===== src/rtl/rv32i_pkg.sv =====
// Shared RV32I front-end definitions: datapath width, NOP encoding, PC
// increment, fetch FSM states and the instruction buffer entry layout.
package rv32i_pkg;

    localparam int unsigned XLEN = 32;

    localparam logic [XLEN-1:0] NOP_INSTR = 32'h0000_0013;
    localparam logic [XLEN-1:0] PC_STEP   = 32'd4;

    typedef enum logic [1:0] {
        FETCH = 2'd0,
        FULL  = 2'd1,
        TRAP  = 2'd2
    } fetch_state_e;

    // One buffered instruction together with the address it was fetched from.
    typedef struct packed {
        logic [XLEN-1:0] pc;
        logic [XLEN-1:0] instr;
    } fetch_entry_t;

endpackage


===== src/rtl/instr_fifo.sv =====
// Synchronous instruction buffer holding {pc, instr} entries.
// Ports:
//   clk, rst       clock, asynchronous active-high reset
//   flush_i        drop all entries (wins over push/pop)
//   push_i         write push_data_i at the tail (ignored when full without pop)
//   push_data_i    entry to write
//   pop_i          drop the head entry (ignored when empty)
//   head_o         entry at the head (undefined when empty)
//   count_o        number of stored entries
//   full_o/empty_o occupancy flags
module instr_fifo
    import rv32i_pkg::*;
#(
    parameter int unsigned DEPTH = 2,
    localparam int unsigned PTR_W = $clog2(DEPTH),
    localparam int unsigned CNT_W = $clog2(DEPTH + 1)
) (
    input  logic             clk,
    input  logic             rst,
    input  logic             flush_i,
    input  logic             push_i,
    input  fetch_entry_t     push_data_i,
    input  logic             pop_i,
    output fetch_entry_t     head_o,
    output logic [CNT_W-1:0] count_o,
    output logic             full_o,
    output logic             empty_o
);

    fetch_entry_t     mem_q [DEPTH];
    logic [PTR_W-1:0] rd_ptr_q;
    logic [PTR_W-1:0] wr_ptr_q;
    logic [CNT_W-1:0] count_q;
    logic             do_push;
    logic             do_pop;

    assign empty_o = (count_q == '0);
    assign full_o  = (count_q == CNT_W'(DEPTH));
    assign do_pop  = pop_i && !empty_o;
    assign do_push = push_i && (!full_o || do_pop);
    assign count_o = count_q;
    assign head_o  = mem_q[rd_ptr_q];

    // Pointer and occupancy tracking; DEPTH is a power of two so pointers wrap naturally.
    always_ff @(posedge clk or posedge rst) begin
        if (rst) begin
            rd_ptr_q <= '0;
            wr_ptr_q <= '0;
            count_q  <= '0;
        end else if (flush_i) begin
            rd_ptr_q <= '0;
            wr_ptr_q <= '0;
            count_q  <= '0;
        end else begin
            if (do_push) wr_ptr_q <= wr_ptr_q + PTR_W'(1);
            if (do_pop)  rd_ptr_q <= rd_ptr_q + PTR_W'(1);
            count_q <= count_q + CNT_W'(do_push) - CNT_W'(do_pop);
        end
    end

    // Storage array; contents are only meaningful below count_q.
    always_ff @(posedge clk) begin
        if (do_push && !flush_i) mem_q[wr_ptr_q] <= push_data_i;
    end

endmodule


===== src/rtl/instr_fetch_unit.sv =====
// Instruction fetch unit: requests words from instruction memory, buffers them
// with their addresses, presents the head to the CPU and handles redirects.
// Ports:
//   clk, reset            clock, asynchronous active-high reset
//   imem_req/imem_addr    registered fetch request and word address
//   imem_ack/imem_rdata   memory accept and same-cycle instruction data
//   instr/pc/instr_valid  buffer head presented to the CPU (NOP, fetch_pc when empty)
//   instr_ready           CPU consumes the head
//   redirect/redirect_pc  flush and restart fetching at redirect_pc
//   fetch_misalign        sticky flag for a misaligned redirect target
module instr_fetch_unit
    import rv32i_pkg::*;
#(
    parameter logic [31:0] RESET_PC = 32'h0000_0000,
    parameter int unsigned DEPTH    = 2
) (
    input  logic        clk,
    input  logic        reset,
    output logic        imem_req,
    output logic [31:0] imem_addr,
    input  logic        imem_ack,
    input  logic [31:0] imem_rdata,
    output logic [31:0] instr,
    output logic [31:0] pc,
    output logic        instr_valid,
    input  logic        instr_ready,
    input  logic        redirect,
    input  logic [31:0] redirect_pc,
    output logic        fetch_misalign
);

    localparam int unsigned CNT_W = $clog2(DEPTH + 1);

    fetch_state_e    state_q, state_d;
    logic [XLEN-1:0] fetch_pc_q, fetch_pc_d;
    logic            imem_req_q, imem_req_d;
    logic            misalign_q, misalign_d;

    logic            flush_c;
    logic            push_c;
    logic            pop_c;
    fetch_entry_t    push_entry;
    fetch_entry_t    head;
    logic [CNT_W-1:0] count;
    logic            fifo_full;
    logic            fifo_empty;

    assign push_entry.pc    = fetch_pc_q;
    assign push_entry.instr = imem_rdata;

    instr_fifo #(.DEPTH(DEPTH)) u_fifo (
        .clk         (clk),
        .rst         (reset),
        .flush_i     (flush_c),
        .push_i      (push_c),
        .push_data_i (push_entry),
        .pop_i       (pop_c),
        .head_o      (head),
        .count_o     (count),
        .full_o      (fifo_full),
        .empty_o     (fifo_empty)
    );

    // State and request registers.
    always_ff @(posedge clk or posedge reset) begin
        if (reset) begin
            state_q    <= FETCH;
            fetch_pc_q <= RESET_PC;
            imem_req_q <= 1'b0;
            misalign_q <= 1'b0;
        end else begin
            state_q    <= state_d;
            fetch_pc_q <= fetch_pc_d;
            imem_req_q <= imem_req_d;
            misalign_q <= misalign_d;
        end
    end

    // Next-state logic: redirect beats push/pop; TRAP is only left by reset.
    always_comb begin
        state_d    = state_q;
        fetch_pc_d = fetch_pc_q;
        misalign_d = misalign_q;
        flush_c    = 1'b0;
        push_c     = 1'b0;
        pop_c      = 1'b0;

        if (state_q == TRAP) begin
            state_d = TRAP;
        end else if (redirect) begin
            flush_c = 1'b1;
            if (redirect_pc[1:0] != 2'b00) begin
                state_d    = TRAP;
                misalign_d = 1'b1;
            end else begin
                state_d    = FETCH;
                fetch_pc_d = redirect_pc;
            end
        end else begin
            push_c = imem_req_q && imem_ack;
            pop_c  = instr_valid && instr_ready;
            if (push_c) fetch_pc_d = fetch_pc_q + PC_STEP;
            // Buffer is full next cycle if it stays full, or the last free slot fills without a pop.
            if ((fifo_full && !pop_c) ||
                ((count == CNT_W'(DEPTH - 1)) && push_c && !pop_c)) begin
                state_d = FULL;
            end else begin
                state_d = FETCH;
            end
        end
    end

    // A request is registered only for cycles in which the buffer has room.
    assign imem_req_d = (state_d == FETCH);

    assign imem_req       = imem_req_q;
    assign imem_addr      = fetch_pc_q;
    assign fetch_misalign = misalign_q;
    assign instr_valid    = !fifo_empty;
    assign instr          = fifo_empty ? NOP_INSTR  : head.instr;
    assign pc             = fifo_empty ? fetch_pc_q : head.pc;

endmodule


===== config.mk =====
export PLATFORM = sky130hd
export DESIGN_NAME = instr_fetch_unit
export DESIGN_NICKNAME = d
export VERILOG_FILES = /design/src/rtl/rv32i_pkg.sv /design/src/rtl/instr_fifo.sv /design/src/rtl/instr_fetch_unit.sv
export SDC_FILE = /design/constraint.sdc
export NUM_CORES = 1
export LEC_CHECK = 0
export ABC_AREA = 1
export CORE_AREA = 2 2 117 119
export CTS_BUF_LIST = sky130_fd_sc_hd__clkbuf_2 sky130_fd_sc_hd__clkbuf_4 sky130_fd_sc_hd__clkbuf_8
export DETAILED_ROUTE_END_ITERATION = 16
export DIE_AREA = 0 0 119 121
export DONT_BUFFER_PORTS = 1
export PLACE_DENSITY = 0.79
export REMOVE_ABC_BUFFERS = 1
export SLEW_MARGIN = 10
export SYNTH_ARGS = -nofsm -noshare
export SYNTH_HDL_FRONTEND = slang
export SYNTH_SLANG_ARGS = --single-unit

===== constraint.sdc =====
create_clock -name clk -period 3.91 [get_ports clk]
set_clock_uncertainty 0.1 [all_clocks]
set_input_delay 0.782 -clock clk [delete_from_list [all_inputs] [get_ports clk]]
set_output_delay 0.782 -clock clk [all_outputs]
set_load 0.005 [all_outputs]

Yosys cells after proc, flatten, opt, wreduce, memory -nomap -nowiden
Memory sizes are Yosys's and may differ from the RTL's.
Index checks and enable logic that the tools add are counted.
{"block": "totals", "reg_bits": 40, "mem_bits_rw": 128, "in_bits": 69, "output_inout_bits": 99, "elab_cells": 62, "mem_count": 1}
{"block": "classes", "add_sub_neg": 5, "n_eq_ne": 4, "mux": 22, "bitwise": 1, "n_reduce_logical": 22}
{"name": "u_fifo.mem_q", "depth": 2, "width": 64, "rd": 1, "rd_ports_with_merged_regs": 0, "write_ports": 1, "line_no": "instr_fifo.sv:30", "text": "fetch_entry_t mem_q [DEPTH];"}
{"cell": "two-way mux 32 bit", "count": 5}
{"cell": "adder 32 x 3 -> 32 bit (second input constant)", "count": 1}
{"cell": "two-way mux 1 bit", "count": 13}
{"cell": "logical AND 1 bit", "count": 8}
{"cell": "two-way mux 2 bit", "count": 4}
{"cell": "nonzero test 2 bit", "count": 4}
{"cell": "AND reduction 3 bit", "count": 2}
{"cell": "equality test 2 bit (second input constant)", "count": 2}
{"cell": "logical NOT 1 bit", "count": 4}
{"cell": "logical NOT 2 bit", "count": 2}
{"cell": "adder 1 bit (second input constant)", "count": 2}
{"cell": "adder 2 x 1 -> 2 bit", "count": 1}
{"cell": "equality test 2 x 1 -> 1 bit (second input constant)", "count": 1}
{"cell": "logical OR 1 bit", "count": 2}
{"cell": "!= test 2 bit (second input constant)", "count": 1}
{"cell": "subtractor 2 x 1 -> 2 bit", "count": 1}
{"cell": "NOT 1 bit", "count": 1}

Depth between registers and ports, before layout
{"block": "depth", "word_depth": 11, "ltp_mapped": 10}

Modules after synthesis
A second synthesis with hierarchy kept.
{"block": "unflattened", "cells_unflattened": 942, "area_unflattened_um2": 8242.9}
{"module": "instr_fifo", "instances": 1, "cells_each": 374, "area_each_um2": 4958.5, "seq_area_each_um2": 3943.8}
{"module": "instr_fetch_unit", "instances": 1, "cells_each": 568, "area_each_um2": 3284.4, "seq_area_each_um2": 900.9}

Worst setup path after synthesis
Ideal clock, no wire load.
{"block": "synth_timing", "path_kind": "input to register", "from": "input port redirect", "to": "memory u_fifo.mem_q[0][0] (netlist name) (enable)", "t_arrival_ns": 4.012, "slack_ns": -0.688, "stages": 7, "path_buffers": 0, "path_cell_list": "inv_2 -> nand2_1 -> inv_1 -> nand2_1 -> nor2_2 -> inv_1 -> nor2_1"}
{"block": "synth_via", "elab_chain_cells": 8, "elab_cells_between_ends": 13, "cone_classes": "mux: 8; reduce/logical: 5"}
{"element": "from (decl)", "line_no": "instr_fetch_unit.sv:27", "text": "input logic redirect,"}
{"element": "two-way mux 1 bit", "line_no": "instr_fetch_unit.sv:90", "text": "end else if (redirect) begin"}
{"element": "two-way mux 1 bit", "line_no": "instr_fetch_unit.sv:88", "text": "if (state_q == TRAP) begin"}
{"element": "logical AND 1 bit", "line_no": "instr_fifo.sv:39", "text": "assign do_pop = pop_i && !empty_o;"}
{"element": "logical OR 1 bit", "line_no": "instr_fifo.sv:40", "text": "assign do_push = push_i && (!full_o || do_pop);"}
{"element": "logical AND 1 bit", "line_no": "instr_fifo.sv:40"}
{"element": "logical AND 1 bit *", "line_no": "instr_fifo.sv:63", "text": "if (do_push && !flush_i) mem_q[wr_ptr_q] <= push_data_i;"}
{"element": "two-way mux 1 bit *", "line_no": "instr_fifo.sv:63"}
{"element": "two-way mux 1 bit (not written as such) *", "line_no": "instr_fifo.sv:63"}
{"element": "to (decl)", "line_no": "instr_fifo.sv:30"}
Every way passes the cells marked *; elsewhere a longest branch is shown, timed or not.

Worst setup path after layout
{"block": "layout_timing", "from": "register u_fifo.count_q[0] (netlist: u_fifo.count_o[0])", "to": "output port pc[13]"}
{"block": "layout_via", "elab_chain_cells": 2}
{"element": "from (decl)", "line_no": "instr_fifo.sv:33", "text": "logic [CNT_W-1:0] count_q;"}
{"element": "from (signal assigned)", "line_no": "instr_fifo.sv:57", "text": "count_q <= count_q + CNT_W'(do_push) - CNT_W'(do_pop);"}
{"element": "logical NOT 2 bit", "line_no": "instr_fifo.sv:37", "text": "assign empty_o = (count_q == '0);"}
{"element": "two-way mux 32 bit", "line_no": "instr_fetch_unit.sv:121", "text": "assign pc = fifo_empty ? fetch_pc_q : head.pc;"}
{"element": "to (decl)", "line_no": "instr_fetch_unit.sv:24", "text": "output logic [31:0] pc,"}
No other way between the ends.

==> results.toml <==
[routing]
viasPerCell = 5.785
drt_iter0_markers = 421
num_vias = 5646
drc = 0
drt_wl_total_mm = 17.70
first_pass_iters = 5
wl_per_cell_um = 18.13
antenna_left = 0

[power]
powerDensity_mw_per_mm2 = 377.2
ir_drop_v = 0.0001689
power.total_mw = 3.091
p_leak_nw = 3.190

[global_routing]
grt_pass1_wl_mm = 27.42
grt_max_degree = 74
met1_usage = 0.3093
grt_busiest_layer = "met2"
grt_pass1_vias = 5256
met3_usage = 0.08647
grtUsageMet2 = 0.4102
grt_use_total = 0.2485
grt-ovfl-total = 0
antenna_found_initial = 0

[floorplan]
dieArea_mm2 = 0.01440
dieWidth_um = 119
start_util = 0.5860
die_h_um = 121
pin_count = 168
num_rows = 42
core_mm2 = 0.01309

[cts]
cts_tree = "built"
h-tree-depth = 4
clk_path_buf_depth = 2
cts_buffers = 17
ctsHoldBuffers = 0
ctsResizeCount = 0
ctsRootBufferMaster = "clkbuf_8"
postCtsSetupRepairBufs = 0
clock_sinks = 168
clock_latency_ns = 0.47
clkTransAtPathRegs_ns = 0.09

[sta]
tightest_slew_ns = 1.138
rsz0062_at_grt = "no"
holdWs_ns = 0.2178
fmax_ghz = 0.3282
final.setup.tns_ns = 0
slew_viol_final = 0
final-setup-viol-count = 0
period_share = 0.7793
relSlewSlack = 0.2404
finalHoldViolations = 0
min_period_ns = 3.047

[yosys]
synth_area_mm2 = 0.007667
synth.distinct_cells = 30
synth_seq_cells = 168
yosys_warnings = 0
yosys-top-cells-area = "edfxtp_1 (50%), dfrtp_1 (13%), nand2_1 (12%)"
synthCells = 797
synth_top_cell_by_area = "edfxtp_1"
yosysSeqAreaShare = 0.6319
synth.avg_cell_area_um2 = 9.620
synth_top_area_share = 0.5013

[setup_path]
crit_path_start_kind = "register"
critPathKind = "register to output port"
arrival_ns = 2.16
crit_path_end_kind = "output port"
crit_path_max_fanout = 73
critPathRequiredTime_ns = 3.03

[place]
gp_congestion = 0.8524
portBuffers = 0
dp_hpwl_mm = 11.69

[layout]
area_growth_pct = 6.886
multiInputGateArea_mm2 = 0.002492
num-fill-cells = 1043
seqCellArea_mm2 = 0.004846
drive_above_1_share = 0.08125
nets = 857
antenna_cells = 0

[min_path]
hold_class = "input pin to async pin"

[status]
status = "finished, final reports clean"

[flow_run]
cap_violations = 0
-- flip-flops by register name, indices dropped and copies added (netlist names) --
signal,cells
state_q,2
imem_addr,32
imem_req,1
u_fifo.rd_ptr_q,1
u_fifo.mem_q,128
u_fifo.count_o,2
fetch_misalign,1
u_fifo.wr_ptr_q,1
-- report_power, final --
group	switching [mW]	internal (mW)	total (mW)
registers	0	1.91	1.91
logic	0.0237	0.00775	0.0315
clock network	0.639	0.512	1.15
-- cell families (layout without fill, tap and decap cells) --
logic type | Yosys count | in the layout | synth area share
AND/OR/NAND/NOR | 388 | 388 | 0.2107
AO/OA/AOI/OAI | 149 | 149 | 0.1064
flip-flops | 168 | 168 | 0.6319
XOR/XNOR | 3 | 3 | 0.003428
adder cells (fa/ha/maj) | 1 | 1 | 0.001632
buffers and inverters | 88 | 91 | 0.04602
-- cells in the final DEF, fill, tap and decap left out, types with 2 or more instances in the layout --
master | netlist | routed
a21oi_1 | 88 | 88
a22oi_1 | 25 | 25
a31oi_1 | 2 | 2
and2_1 | 2 | 2
buf_12 | 0 | 2
buf_4 | 2 | 4
clkbuf_8 | 0 | 17
clkinv_1 | 0 | 2
clkinv_2 | 0 | 2
clkinvlp_4 | 0 | 6
dfrtp_1 | 40 | 39
edfxtp_1 | 128 | 128
inv_1 | 50 | 49
inv_2 | 3 | 3
inv_6 | 0 | 2
nand2_1 | 242 | 242
nand2_2 | 6 | 6
nand2_4 | 2 | 2
nand3_1 | 34 | 34
nor2_1 | 81 | 78
nor2_2 | 5 | 5
nor2_4 | 7 | 10
nor3_1 | 6 | 6
o21ai_0 | 22 | 22
o21ai_1 | 10 | 10
xnor2_1 | 2 | 2
-- path summary, 6_finish.rpt --
path | to | start | cells after the start | slack (ns)
hold reg to reg | fetch_misalign | fetch_misalign | 1 | 0.42
max in group asynchronous | u_fifo.rd_ptr_q | reset | 2 | 3.09
min in group clk | u_fifo.mem_q[0][0] | imem_rdata[0] | 0 | 0.31
setup / recovery | pc[13] | u_fifo.count_o[0] | 4 | 0.86
hold / removal | imem_addr[10] | reset | 2 | 0.22
setup reg to reg | u_fifo.mem_q[0][4] | state_q[1] | 8 | 1.49
-- area by class of cell --
type | count | area share
inverters | 53 | 0.02427
multi-input cells | 541 | 0.3041
clock buffers | 18 | 0.02947
well taps | 176 | 0.02687
repair buffers | 6 | 0.008550
clock inverters | 14 | 0.01542
flip-flops and latches | 168 | 0.5913
-- metal layers --
layer | part of all wire | up-vias | wire length [um]
li1 | - | 2666 | -
met1 | 0.41 | 2718 | 7216
met2 | 0.48 | 230 | 8448
met3 | 0.096 | 32 | 1706
met4 | 0.018 | 0 | 326
met5 | 0 | - | 0
-- per-stage QoR --
stage          worst slack (ns)  cell area, um^2  utilization  cells
4_1_cts                  0.8372             8195       0.6263    976
5_1_grt                  0.7197             8195       0.6263    976
6_report                 0.8630             8195       0.6263    976
3_3_place_gp              1.256             7828       0.5982    944
3_5_place_dp              1.154             7828       0.5982    944
2_1_floorplan            -1.042             7513            -    762
-- critical path: stages (launching register included) --
cell	delay [ns]
dfrtp_1	0.45
nor2_4	0.41
buf_12	0.35
a21oi_1	0.09
a22oi_1	0.34
-- cell usage after synthesis --
cell,n
o21ai_1,10
or2_2,1
nand2_2,6
nor2_1,81
buf_1,2
nor3_1,6
buf_2,12
nor4_1,1
dfrtp_1,40
o21a_1,1
nand2_4,2
inv_2,3
nand3b_1,1
nand2_1,242
inv_1,50
xnor2_1,2
buf_4,2
clkbuf_1,19
a21oi_1,88
edfxtp_1,128
ha_1,1
and2_1,2
a31oi_1,2
nor2_4,7
nand3_1,34
o21bai_1,1
o21ai_0,22
nor2_2,5
a22oi_1,25
xor2_1,1
No activity file was read; power rests on OpenSTA's default activity.
